$ cat src/rtl/ap_pkg.sv
// ============================================================================
// Module      : ap_pkg
// Description : Shared mode encoding and default 10 kHz tick constants for the
//               autopilot mode controller.
// Revision    : 1.0 - initial release
// ============================================================================
`default_nettype none

package ap_pkg;

    typedef enum logic [1:0] {
        AP_INIT     = 2'd0,
        AP_NORMAL   = 2'd1,
        AP_HOLD     = 2'd2,
        AP_FAILSAFE = 2'd3
    } ap_mode_t;

    // Defaults at the 10 kHz tick: 50 ms, 1 s and 200 ms.
    localparam int c_STABLE_TICKS  = 500;
    localparam int c_HOLD_TICKS    = 10000;
    localparam int c_RECOVER_TICKS = 2000;

endpackage

`default_nettype wire

$ cat src/rtl/ap_ch_debounce.sv
// ============================================================================
// Module      : ap_ch_debounce
// Description : Single-channel level debouncer; a differing clean level must
//               persist STABLE_TICKS cycles before it is accepted.
// Revision    : 1.0 - initial release
// ============================================================================
`default_nettype none

module ap_ch_debounce #(
    parameter int   STABLE_TICKS = 500,
    parameter logic RST_VAL      = 1'b0
) (
    input  logic clk,
    input  logic rst_n,
    input  logic active,
    input  logic clear,
    input  logic enable,
    input  logic rx_problem,
    input  logic log_in,
    input  logic load,
    input  logic load_val,
    output logic ch_out
);

    localparam int DW = $clog2(STABLE_TICKS + 1);

    logic [DW-1:0] r_cnt;
    logic          w_cond;
    logic          w_done;

    assign w_cond = enable && !rx_problem && (log_in != ch_out);
    assign w_done = (r_cnt == DW'(STABLE_TICKS - 1));

    always_ff @(posedge clk or negedge rst_n) begin
        if (!rst_n) begin
            r_cnt  <= '0;
            ch_out <= RST_VAL;
        end else if (load) begin
            r_cnt  <= '0;
            ch_out <= load_val;
        end else if (clear || !active || !w_cond) begin
            r_cnt <= '0;
        end else if (w_done) begin
            r_cnt  <= '0;
            ch_out <= log_in;
        end else if (r_cnt != '1) begin
            r_cnt <= r_cnt + 1'b1;
        end
    end

endmodule

`default_nettype wire

$ cat src/rtl/ap_mode_ctrl.sv
// ============================================================================
// Module      : ap_mode_ctrl
// Description : Receiver-health supervisor sequencing INIT/NORMAL/HOLD/FAILSAFE
//               and debouncing the servo channel bits. Optional macro
//               AP_FAILSAFE_DEFAULTS_EN forces FAILSAFE_VALUE in FAILSAFE.
// Revision    : 1.0 - initial release
// ============================================================================
`default_nettype none

module ap_mode_ctrl
    import ap_pkg::*;
#(
    parameter int             NCH            = 4,
    parameter int             STABLE_TICKS   = c_STABLE_TICKS,
    parameter int             HOLD_TICKS     = c_HOLD_TICKS,
    parameter int             RECOVER_TICKS  = c_RECOVER_TICKS,
    parameter logic [NCH-1:0] FAILSAFE_VALUE = '0
) (
    input  logic           clk,
    input  logic           rst_n,
    input  logic [NCH-1:0] ch_log,
    input  logic [NCH-1:0] ch_rx_problem,
    input  logic [NCH-1:0] ch_enable,
    output logic [NCH-1:0] ch_out,
    output logic           failsafe,
    output ap_mode_t       mode,
    output logic           mode_change
);

    localparam int c_TMAX = (HOLD_TICKS > RECOVER_TICKS) ? HOLD_TICKS : RECOVER_TICKS;
    localparam int TW     = $clog2(c_TMAX + 1);

    ap_mode_t      r_state;
    logic [TW-1:0] r_timer;
    logic          w_any_problem;
    logic          w_active;
    logic          w_hold_done;
    logic          w_rec_done;
    logic          w_enter_fs;
    logic          w_load;
    logic [TW-1:0] w_timer_inc;

    assign w_any_problem = |(ch_rx_problem & ch_enable);
    assign w_active      = (r_state == AP_NORMAL) && !w_any_problem;
    assign w_hold_done   = (r_timer == TW'(HOLD_TICKS - 1));
    assign w_rec_done    = (r_timer == TW'(RECOVER_TICKS - 1));
    assign w_enter_fs    = (r_state == AP_HOLD) && w_any_problem && w_hold_done;
    assign w_timer_inc   = (r_timer == '1) ? r_timer : r_timer + 1'b1;
    assign mode          = r_state;

`ifdef AP_FAILSAFE_DEFAULTS_EN
    assign w_load = w_enter_fs || (r_state == AP_FAILSAFE);
`else
    assign w_load = 1'b0;
`endif

    always_ff @(posedge clk or negedge rst_n) begin
        if (!rst_n) begin
            r_state     <= AP_INIT;
            r_timer     <= '0;
            failsafe    <= 1'b1;
            mode_change <= 1'b0;
        end else begin
            mode_change <= 1'b0;
            case (r_state)
                AP_INIT, AP_FAILSAFE: begin
                    if (w_any_problem) begin
                        r_timer <= '0;
                    end else if (w_rec_done) begin
                        r_state     <= AP_NORMAL;
                        r_timer     <= '0;
                        failsafe    <= 1'b0;
                        mode_change <= 1'b1;
                    end else begin
                        r_timer <= w_timer_inc;
                    end
                end
                AP_NORMAL: begin
                    if (w_any_problem) begin
                        r_state     <= AP_HOLD;
                        r_timer     <= '0;
                        mode_change <= 1'b1;
                    end
                end
                AP_HOLD: begin
                    if (!w_any_problem) begin
                        r_state     <= AP_NORMAL;
                        r_timer     <= '0;
                        mode_change <= 1'b1;
                    end else if (w_enter_fs) begin
                        r_state     <= AP_FAILSAFE;
                        r_timer     <= '0;
                        failsafe    <= 1'b1;
                        mode_change <= 1'b1;
                    end else begin
                        r_timer <= w_timer_inc;
                    end
                end
                default: begin
                    r_state  <= AP_INIT;
                    r_timer  <= '0;
                    failsafe <= 1'b1;
                end
            endcase
        end
    end

    // Debounce only runs in NORMAL on problem-free cycles; everything else clears it.
    for (genvar i = 0; i < NCH; i++) begin : g_ch
        ap_ch_debounce #(
            .STABLE_TICKS (STABLE_TICKS),
            .RST_VAL      (FAILSAFE_VALUE[i])
        ) u_deb (
            .clk        (clk),
            .rst_n      (rst_n),
            .active     (w_active),
            .clear      (!w_active),
            .enable     (ch_enable[i]),
            .rx_problem (ch_rx_problem[i]),
            .log_in     (ch_log[i]),
            .load       (w_load),
            .load_val   (FAILSAFE_VALUE[i]),
            .ch_out     (ch_out[i])
        );
    end

endmodule

`default_nettype wire

$ cat config.mk
export PLATFORM = sky130hd
export DESIGN_NAME = ap_mode_ctrl
export DESIGN_NICKNAME = d
export VERILOG_FILES = /design/src/rtl/ap_pkg.sv /design/src/rtl/ap_ch_debounce.sv /design/src/rtl/ap_mode_ctrl.sv
export SDC_FILE = /design/constraint.sdc
export NUM_CORES = 1
export LEC_CHECK = 0
export CAP_MARGIN = 20
export CORE_UTILIZATION = 35
export DETAILED_ROUTE_END_ITERATION = 6
export HOLD_SLACK_MARGIN = 0.15
export PLACE_DENSITY = 0.54
export RECOVER_POWER = 100
export SLEW_MARGIN = 20
export SYNTH_ARGS = -nofsm -noshare
export SYNTH_HDL_FRONTEND = slang
export SYNTH_SLANG_ARGS = --single-unit
$ cat constraint.sdc
create_clock -name clk -period 3.25 [get_ports clk]
set_input_delay 0.65 -clock clk [delete_from_list [all_inputs] [get_ports clk]]
set_output_delay 0.65 -clock clk [all_outputs]
set_load 0.01 [all_outputs]
## Word level (Yosys, flattened, before mapping)

Cells that the tools add are included.

| storage, ports and cells | value |
|---|---|
| register bits after elaboration | 58 |
| input port bits | 14 |
| output and inout bits | 8 |
| word-level logic and storage cells | 121 |

| cells by class | value |
|---|---|
| $add $sub $neg | 5 |
| equality and inequality tests | 24 |
| multiplexer cells | 36 |
| bitwise gates (word level) | 5 |
| reduce and logical (&&, ||, !) cells | 39 |

Operator list:

| operator | number |
|---|---|
| $mux 9 | 12 |
| $mux 14 | 6 |
| $pmux 14 s3 | 1 |
| $add 9x1->9 const B | 4 |
| $eq 9x9->1 const B | 4 |
| $ne 9x9->1 const B | 4 |
| $eq 14x14->1 const B | 2 |
| $add 14x1->14 const B | 1 |
| $eq 14x11->1 const B | 1 |
| $reduce_bool 3->1 | 4 |
| $logic_and 1x1->1 | 11 |
| $logic_not 1->1 | 10 |
| $mux 2 | 5 |
| $ne 2x2->1 const B | 5 |
| $mux 1 | 9 |
| $reduce_and 2->1 | 4 |
| $pmux 2 s3 | 1 |
| $reduce_and 5->1 | 1 |
| $and 4x4->4 | 1 |
| $eq 2x2->1 const B | 2 |
| $logic_or 1x1->1 | 4 |
| $ne 1x1->1 | 4 |
| $not 1->1 | 4 |
| $reduce_and 4->1 | 1 |
| other kinds (8) | 8 |

## Depth between registers and ports, before layout

| logic depth | value |
|---|---|
| word-level depth | 8 |
| mapped depth | 10 |
| mapped depth without buffers | 9 |

## By module

From an unflattened synthesis, not the netlist that was laid out.

| second synthesis, totals | value |
|---|---|
| cells, all modules | 351 |
| area total of the unflattened synthesis | 3617.2 um^2 |

Modules (own cells, without submodules):

| module | instances | cells an instance | area each (um^2) | seq. area each (um^2) |
|---|---|---|---|---|
| ap_ch_debounce | 4 | 57 | 626.9 | 250.2 |
| ap_mode_ctrl | 1 | 123 | 1109.8 | 451.7 |

## Worst setup path after synthesis

OpenSTA, ideal clock, no wires.

| timing path | value |
|---|---|
| path type | input-to-reg |
| start point | input port ch_rx_problem[0] |
| end point | register g_ch[2].u_deb.ch_out |
| library setup time | 0.125 ns |
| arrival time | 1.862 ns |
| data required time | 3.125 ns |
| setup slack | 1.263 ns |
| cell stages on the path | 6 |
| buffers on the path | 1 |
| path through | a22oi_2 > and2_1 > buf_4 > nand2_2 > nor4b_1 > mux2_2 |

| on the way | value |
|---|---|
| word-level cells in the longest chain between the ends | 8 |

Ends and longest elaborated chain:

| what | RTL line | source |
|---|---|---|
| from (decl) | ap_mode_ctrl.sv:22 | `input logic [NCH-1:0] ch_rx_problem,` |
| $and 4x4->4 | ap_mode_ctrl.sv:43 | `assign w_any_problem = \|(ch_rx_problem & ch_enable);` |
| $reduce_or 4->1 | ap_mode_ctrl.sv:43 |  |
| $logic_not 1->1 | n/a |  |
| $logic_and 1x1->1 | ap_mode_ctrl.sv:44 | `assign w_active = (r_state == AP_NORMAL) && !w_any_problem;` |
| $logic_not 1->1 | ap_ch_debounce.sv:41, ap_mode_ctrl.sv:117 |  |
| $logic_or 1x1->1 | ap_ch_debounce.sv:41 | `end else if (clear \|\| !active \|\| !w_cond) begin` |
| $not 1->1 (no source line) | n/a |  |
| $reduce_and 2->1 (no source line) | n/a |  |
| to (signal assigned) | ap_ch_debounce.sv:40 | `ch_out <= load_val;` |
| to (signal assigned) | ap_ch_debounce.sv:45 | `ch_out <= log_in;` |
| to (decl) | ap_ch_debounce.sv:22 | `output logic ch_out` |

Every way passes these cells.
A chain may end at the register's enable or synchronous reset.

## Worst setup path after layout

| timing path | value |
|---|---|
| start point | input port ch_rx_problem[1] |
| end point | register g_ch[3].u_deb.r_cnt[6] |

| on the way | value |
|---|---|
| word-level cells in the longest chain between the ends | 7 |
| elaborated cells between the ends (all ways) | 8 |
| classes of those cells | mux: 1; bitwise: 1; reduce/logical: 6 |

Ends and longest elaborated chain:

| what | RTL line | source |
|---|---|---|
| $and 4x4->4 * | ap_mode_ctrl.sv:43 |  |
| $reduce_or 4->1 * | ap_mode_ctrl.sv:43 |  |
| $logic_not 1->1 * | n/a |  |
| $logic_and 1x1->1 * | ap_mode_ctrl.sv:44 |  |
| $logic_not 1->1 * | ap_ch_debounce.sv:41, ap_mode_ctrl.sv:117 |  |
| $logic_or 1x1->1 * | ap_ch_debounce.sv:41 |  |
| $reduce_bool 3->1 (no source line) / $mux 9 (equally long branches) | n/a |  |
| to (signal assigned) | ap_ch_debounce.sv:47 | `r_cnt <= r_cnt + 1'b1;` |
| to (decl) | ap_ch_debounce.sv:27 | `logic [DW-1:0] r_cnt;` |

Mark *: on every way between the ends. The rest lies on a longest branch, timed or not.

==> impl_metrics.yaml <==
floorplan:
  core_area_um2: 9150
  dieHeight_um: 98.9
  die_w_um: 98.9
  ios: 22
  core.rowCount: 35
  start_util_pct: 35.9
  die_area_um2: 9790
timing:
  fmax_ghz: 0.391
  finClkSkew_ns: 0.00702
  slew_headroom_pct: 27.8
  rsz0062_at_grt: "no"
  hold_viol_final: 0
  setup_viol: 0
  fin_tns_setup_ns: 0
  drv_slew: 0
  fin_crit_ns: 2.56
  period_share_pct: 78.8
  worst_pin_slew_ns: 1.08
global_routing:
  grt_pass1_wl_um: 11200
  grt_pass1_vias: 2318
  grt_overflow: 0
  grt_max_degree: 40
  antenna_found_initial: 0
  grt_use_total_pct: 14.7
route:
  wl_per_cell_um: 13.4
  drt_wl_total_um: 6310
  drc: 0
  drt_first_iter_violations: 85
  vias: 2364
  avgViaCountPerCell: 5.03
  ant_nets: 0
  firstDrtPassIters: 4
yosys:
  syn_area_um2: 3290
  yosysUniqueCellTypes: 52
  synthesis.nets: 358
  synth-main-ff-cell: "dfrtp_1"
  yosys_warnings: 0
  synth_cells: 333
  ys_async_sr_fraction_pct: 100
  yosysSeqAreaShare_pct: 44.2
  syn_area_per_cell_um2: 9.87
  synth-seq-cells: 58
  synth_edf_count: 0
place:
  portBuffers: 21
  gp_congestion: 0.794
  dp_hpwl_um: 4410
clock_network:
  clkTransAtPathRegs_ns: 0.07
  cts_buffer_depth: 2
  cts-buffers-inserted: 9
  ctsHoldBuffers: 0
  post_cts_buffers: 0
  post_cts_resized: 0
  htree_num_levels: 3
  cts-root-buf: "clkbuf_8"
  clk-insertion-delay-late_ns: 0.33
  clock_sinks: 58
  cts_tree: "built"
setup_path:
  cpPeakStageDelay_ns: 0.65
  critPathTopFamily: "simple AND/OR/NAND/NOR gates"
  setup.worst_path.end_class: "flip-flop"
  critPathBufInv: 1
  critical-path-slowest-cell: "and3_1"
  cp-start-kind: "input port"
  arrival_ns: 2.83
  path_class: "input port to flip-flop"
  path_cells: "clkdlybuf4s50_1 > a22oi_2 > and3_1 > nand4b_1 > or2b_1 > nor2_1"
  crit_fanout: 18
  required_ns: 3.52
power_and_ir_drop:
  leakage_uw: 0.00156
  total_power_uw: 1880
  power.density_nw_per_um2: 498
  ir_drop_mv: 0.217
job:
  cap_violations: 0
cells_and_area:
  drive_gt1_share_pct: 8.36
  final_core_util_pct: 41.1
  syn2layout_area_growth_pct: 14.4
  n_antenna_cell: 0
  mostFrequentLayoutCells: "dfrtp_1, nor2_1, nand2_1"
  layout_commonest_cell: "dfrtp_1"
  fin_nets: 379
outcome:
  outcome: "finished, final reports clean"
min_path:
  hold_path.class: "input port to asynchronous set/reset pin"
sequential cells by signal (all words and copies together), names as in the netlist:
| signal | count |
|---|---|
| g_ch.u_deb.r_cnt | 36 |
| mode_change | 1 |
| g_ch.u_deb.ch_out | 4 |
| r_timer | 14 |
| mode | 2 |
| failsafe | 1 |
synthesized netlist by cell type (3+ instances only):
master,number,area [um^2]
a21oi_1,16,80.1
mux2_2,4,45.0
nor2b_1,9,56.3
nand4b_1,5,43.8
nor2_1,48,180
nand4_1,7,43.8
inv_1,3,11.3
xnor2_1,20,175
nand3_1,19,95.1
nor4b_1,3,26.3
xor2_1,22,193
mux2i_1,10,100
dfrtp_1,57,1430
nor3_1,11,55.1
o21ai_0,4,20.0
clkbuf_1,3,11.3
nand2_1,26,97.6
ha_1,11,138
buf_4,7,52.6
nor4_1,5,31.3
and3_1,3,18.8
layer usage:
metal | GRT usage (%) | vias to the layer above | share of wire, %
li1 | - | 1202 | -
met1 | 19.5 | 1126 | 50
met2 | 22.4 | 28 | 45
met3 | 4.89 | 8 | 3.3
met4 | 5.17 | 0 | 1.3
met5 | 0 | - | 0
cell type report:
| type | instances | area (um^2) |
|---|---|---|
| clock buffer | 12 | 155 |
| clock inverter | 4 | 73.8 |
| fill | 897 | 5390 |
| inverter | 3 | 11.3 |
| multi-input combinational | 259 | 1710 |
| sequential | 58 | 1450 |
| tap | 111 | 139 |
| timing repair buffer | 23 | 216 |
power by group:
part           leakage [uW]  total (uW)  switching (uW)  internal [uW]
clock              0.000117         765             291            474
sequential         0.000799         770            21.5            749
combinational      0.000645         341             207            133
total               0.00156        1880             519           1360
worst reg2reg max path: stages (launching register included):
cell,delay (ns)
dfrtp_1,0.42
inv_1,0.07
ha_1,0.33
and3_1,0.66
nand4b_1,0.27
or2b_1,0.39
nor2_1,0.13
final timing paths:
path | startpoint | endpoint | slack, ns | depth (start not counted)
worst min register to register | g_ch[3].u_deb.r_cnt[6]$_DFFE_PN0P_ | g_ch[3].u_deb.r_cnt[6]$_DFFE_PN0P_ | 0.55 | 2
min in group clk | g_ch[3].u_deb.r_cnt[6]$_DFFE_PN0P_ | g_ch[3].u_deb.r_cnt[6]$_DFFE_PN0P_ | 0.55 | 2
worst max register to register | mode[1]$_DFFE_PN0P_ | g_ch[3].u_deb.r_cnt[6]$_DFFE_PN0P_ | 0.92 | 6
worst min-delay path | rst_n | g_ch[0].u_deb.r_cnt[8]$_DFFE_PN0P_ | 0.49 | 1
worst max-delay path | ch_rx_problem[1] | g_ch[3].u_deb.r_cnt[6]$_DFFE_PN0P_ | 0.69 | 6
max in group asynchronous | rst_n | g_ch[2].u_deb.ch_out$_DFFE_PN0P_ | 1.24 | 2
cell families after synthesis:
group / share of synthesized area [%]
simple gates: 25.7
flops: 44.2
xor+xnor: 11.2
compound gates: 7.38
buf+inv: 2.93
mux: 4.41
fa+ha+maj: 4.19
stage by stage:
stage	instance area, um^2	std cells	setup WS (ns)	hold WS (ns)
after global placement	3560	454	0.550	0.523
after global routing	3760	470	0.461	0.573
final	3760	470	0.690	0.489
after floorplan	3290	333	1.26	0.354
after detailed placement	3560	454	0.487	0.536
after CTS	3790	470	0.842	0.267
(Power assumes the default switching activity.)
==> RTL change: new RTL, same settings <==
The option `AP_FAILSAFE_DEFAULTS_EN` is turned on by a define.
--- a/src/rtl/ap_mode_ctrl.sv
+++ b/src/rtl/ap_mode_ctrl.sv
@@ -8,2 +8,4 @@
 `default_nettype none
+
+`define AP_FAILSAFE_DEFAULTS_EN
 
Formal check against the unedited RTL: same outputs for any inputs over 10 cycles, from zero or initial values and one cycle with rst_n low; that may be too few to reach the edited logic, so the function may still have changed.
==> RTL change against the original RTL <==
Sequential cell count is the same; routed wire length grew 14%; sequential share of layout area shrank 1.9 points; area after synthesis grew 4.9%; worst setup slack lost 230 ps; design area grew 5.1%; register-to-register slack lost 460 ps.
Power is not compared: it rests on default switching activity, and its combinational part moved more than twofold at a synthesized area within 25%.
==> RTL change: results (changes against the original RTL) <==
| Metric | Value |
|---|---|
| FF-to-FF Start | `r_timer[11]$_DFFE_PN0P_` |
| Largest net degree at the start of global routing | `36 (-10%)` |
| Endpoint of the worst hold path | `failsafe$_DFFE_PN1P_` |
| Leak pwr | `0.00157 uW` |
| Drt initial violations | `150 (+76%)` |
| Hold WC Path Type | `flop to flop` |
| Worst-case reg-to-reg path depth | `4 (-2)` |
| Synth unique cells | `52 (unchanged)` |
| Setup Slack @ Placement | `306 ps (-182 ps)` |
| Nets | `404 (+6.6%)` |
| Layout Skew | `9.95 ps (+2.93 ps)` |
| Routed vias/inst | `5.31 (+5.6%)` |
| Slew headroom | `11.8% (-16 points)` |
| Synth top cells by count | `dfrtp_1 (57), nor2_1 (42), nand3_1 (21), nand2_1 (18), xor2_1 (17)` |
| Num CTS Buffers | `9 (unchanged)` |
| Top Registers | `g_ch.u_deb.r_cnt: 36 flops, r_timer: 14 flops, g_ch.u_deb.ch_out: 4 flops` |
| CTS max path bufs | `2 (unchanged)` |
| Slowest cell delay on critical path | `700 ps (+50 ps)` |
| RePlAce Congestion | `0.831 (+4.6%)` |
| Status | `finished clean` |
| Post-CTS Resized | `0 (unchanged)` |
| Yosys warnings | `0 (unchanged)` |
| Dpl cell area | `3780 um2 (+6.0%)` |
| Port bufs | `21 (unchanged)` |
| GR Util All Layers | `15.9% (+1.2 points)` |
| Clk slew on worst S/H paths | `60 ps` |
| Syn nets | `384 (+7.3%)` |
| Total Wirelength | `7.16 mm (+14%)` |
| Post-CTS setup buffer count | `0 (unchanged)` |
| Fillers | `945 (+5.4%)` |
| Pre-antenna DRT Iters | `4 (unchanged)` |
| Critical register-to-register path endpoint | `r_timer[12]$_DFFE_PN0P_` |
| DP HPWL | `5.16 mm (+17%)` |
| Maximum VDD drop | `0.000147 V` |
| WP data arrival | `2970 ps (+140 ps)` |
| R2r setup slk | `460 ps (-460 ps)` |
| Hold Path Depth | `2` |
| Worst-path fanout max | `14 (-4)` |
| Max-Cap Viols | `0 (unchanged)` |
| Root Driver | `clkbuf_8` |
| Global-route wire length before repair | `12.7 mm (+14%)` |
| N_diodes | `0 (unchanged)` |
| Switch Pwr | `319 uW` |
| Largest cells by area after synthesis | `dfrtp_1 (41%), nor2_1 (4.6%), ha_1 (4.4%), xor2_1 (4.3%), xnor2_1 (3.8%)` |
| Top delay family on crit path | `simple AND/OR/NAND/NOR gates` |
| Ys async rst share | `100% (unchanged)` |
| H-tree levels | `3 (unchanged)` |
| Vias in the first global route | `2605 (+12%)` |
| Antenna violations before repair | `0 (unchanged)` |
| Skew-Pair Late Insertion Delay | `340 ps` |
| Seq/Total Area, Yosys | `42.1% (-2.1 points)` |
| CP max stage cell | `a31oi_2` |
| Hold_sp | `failsafe$_DFFE_PN1P_` |
| Share of cells above drive strength 1 | `8.64% (+0.28 points)` |
-- RTL change: power groups by stage --
stage	registers, uW	logic [uW]	clock network, uW
after floorplan	740	26.7	0
after global placement	740	66.9	0
after detailed placement	740	67.2	0
after CTS	727	67.5	715
after global routing	727	72.9	757
final	727	63.6	690
-- RTL change: worst max path at each step --
stage                            start                            endpoint  slack (ps)  cells past startpoint
6_report       r_timer[11]$_DFFE_PN0P_             r_timer[12]$_DFFE_PN0P_         460                      4
3_5_place_dp          ch_rx_problem[0]  g_ch[2].u_deb.r_cnt[4]$_DFFE_PN0P_         310                      5
4_1_cts               ch_rx_problem[0]  g_ch[2].u_deb.r_cnt[0]$_DFFE_PN0P_         660                      5
2_1_floorplan  r_timer[11]$_DFFE_PN0P_              r_timer[0]$_DFFE_PN0P_        1170                      5
3_3_place_gp          ch_rx_problem[0]  g_ch[2].u_deb.r_cnt[5]$_DFFE_PN0P_         320                      5
5_1_grt         r_timer[0]$_DFFE_PN0P_              r_timer[0]$_DFFE_PN0P_         320                      6
-- RTL change: routing by layer --
| metal | global-route usage, % | up-vias | wire length [um] |
|---|---|---|---|
| met3 | 2.62 | 8 | 173 |
| met2 | 23.8 | 27 | 3110 |
| met1 | 22.5 | 1306 | 3780 |
| met5 | 0 | - | 0 |
| met4 | 7.13 | 0 | 95 |
| li1 | - | 1372 | - |
-- RTL change: logic make-up (layout without fill, tap and decap cells) --
kind of cell,Yosys count,after routing,synth area share (%)
muxes,8,8,2.32
adders and majority gates,12,12,4.35
AOI/OAI and AO/OA,59,59,12.9
DFF,58,58,42.1
xor gates and xnor gates,32,32,8.12
and+or+nand+nor,162,162,26.6
buffers and inverters,27,51,3.63
-- RTL change: cell type report --
cell class	instances	area share, %
Tap cell	129	4.08
Sequential cell	58	36.8
Inverter	9	0.855
Clock buffer	13	4.27
Multi-Input combinational cell	273	47.0
Clock inverter	2	0.886
Timing Repair Buffer	27	6.14
-- RTL change: worst register-to-register path: cells and delay by family (launching register included) --
family / cells / cell delay [ps]
compound gates: 2 / 910
simple gates: 2 / 1280
flops: 1 / 440
-- RTL change: through the flow --
stage	cells	hold slack [ps]	util (%)
finish	511	509	42.0
global route	511	539	42.0
CTS	511	308	42.3
detailed placement	496	506	40.1
global placement	496	503	40.1
floorplan	358	354	-
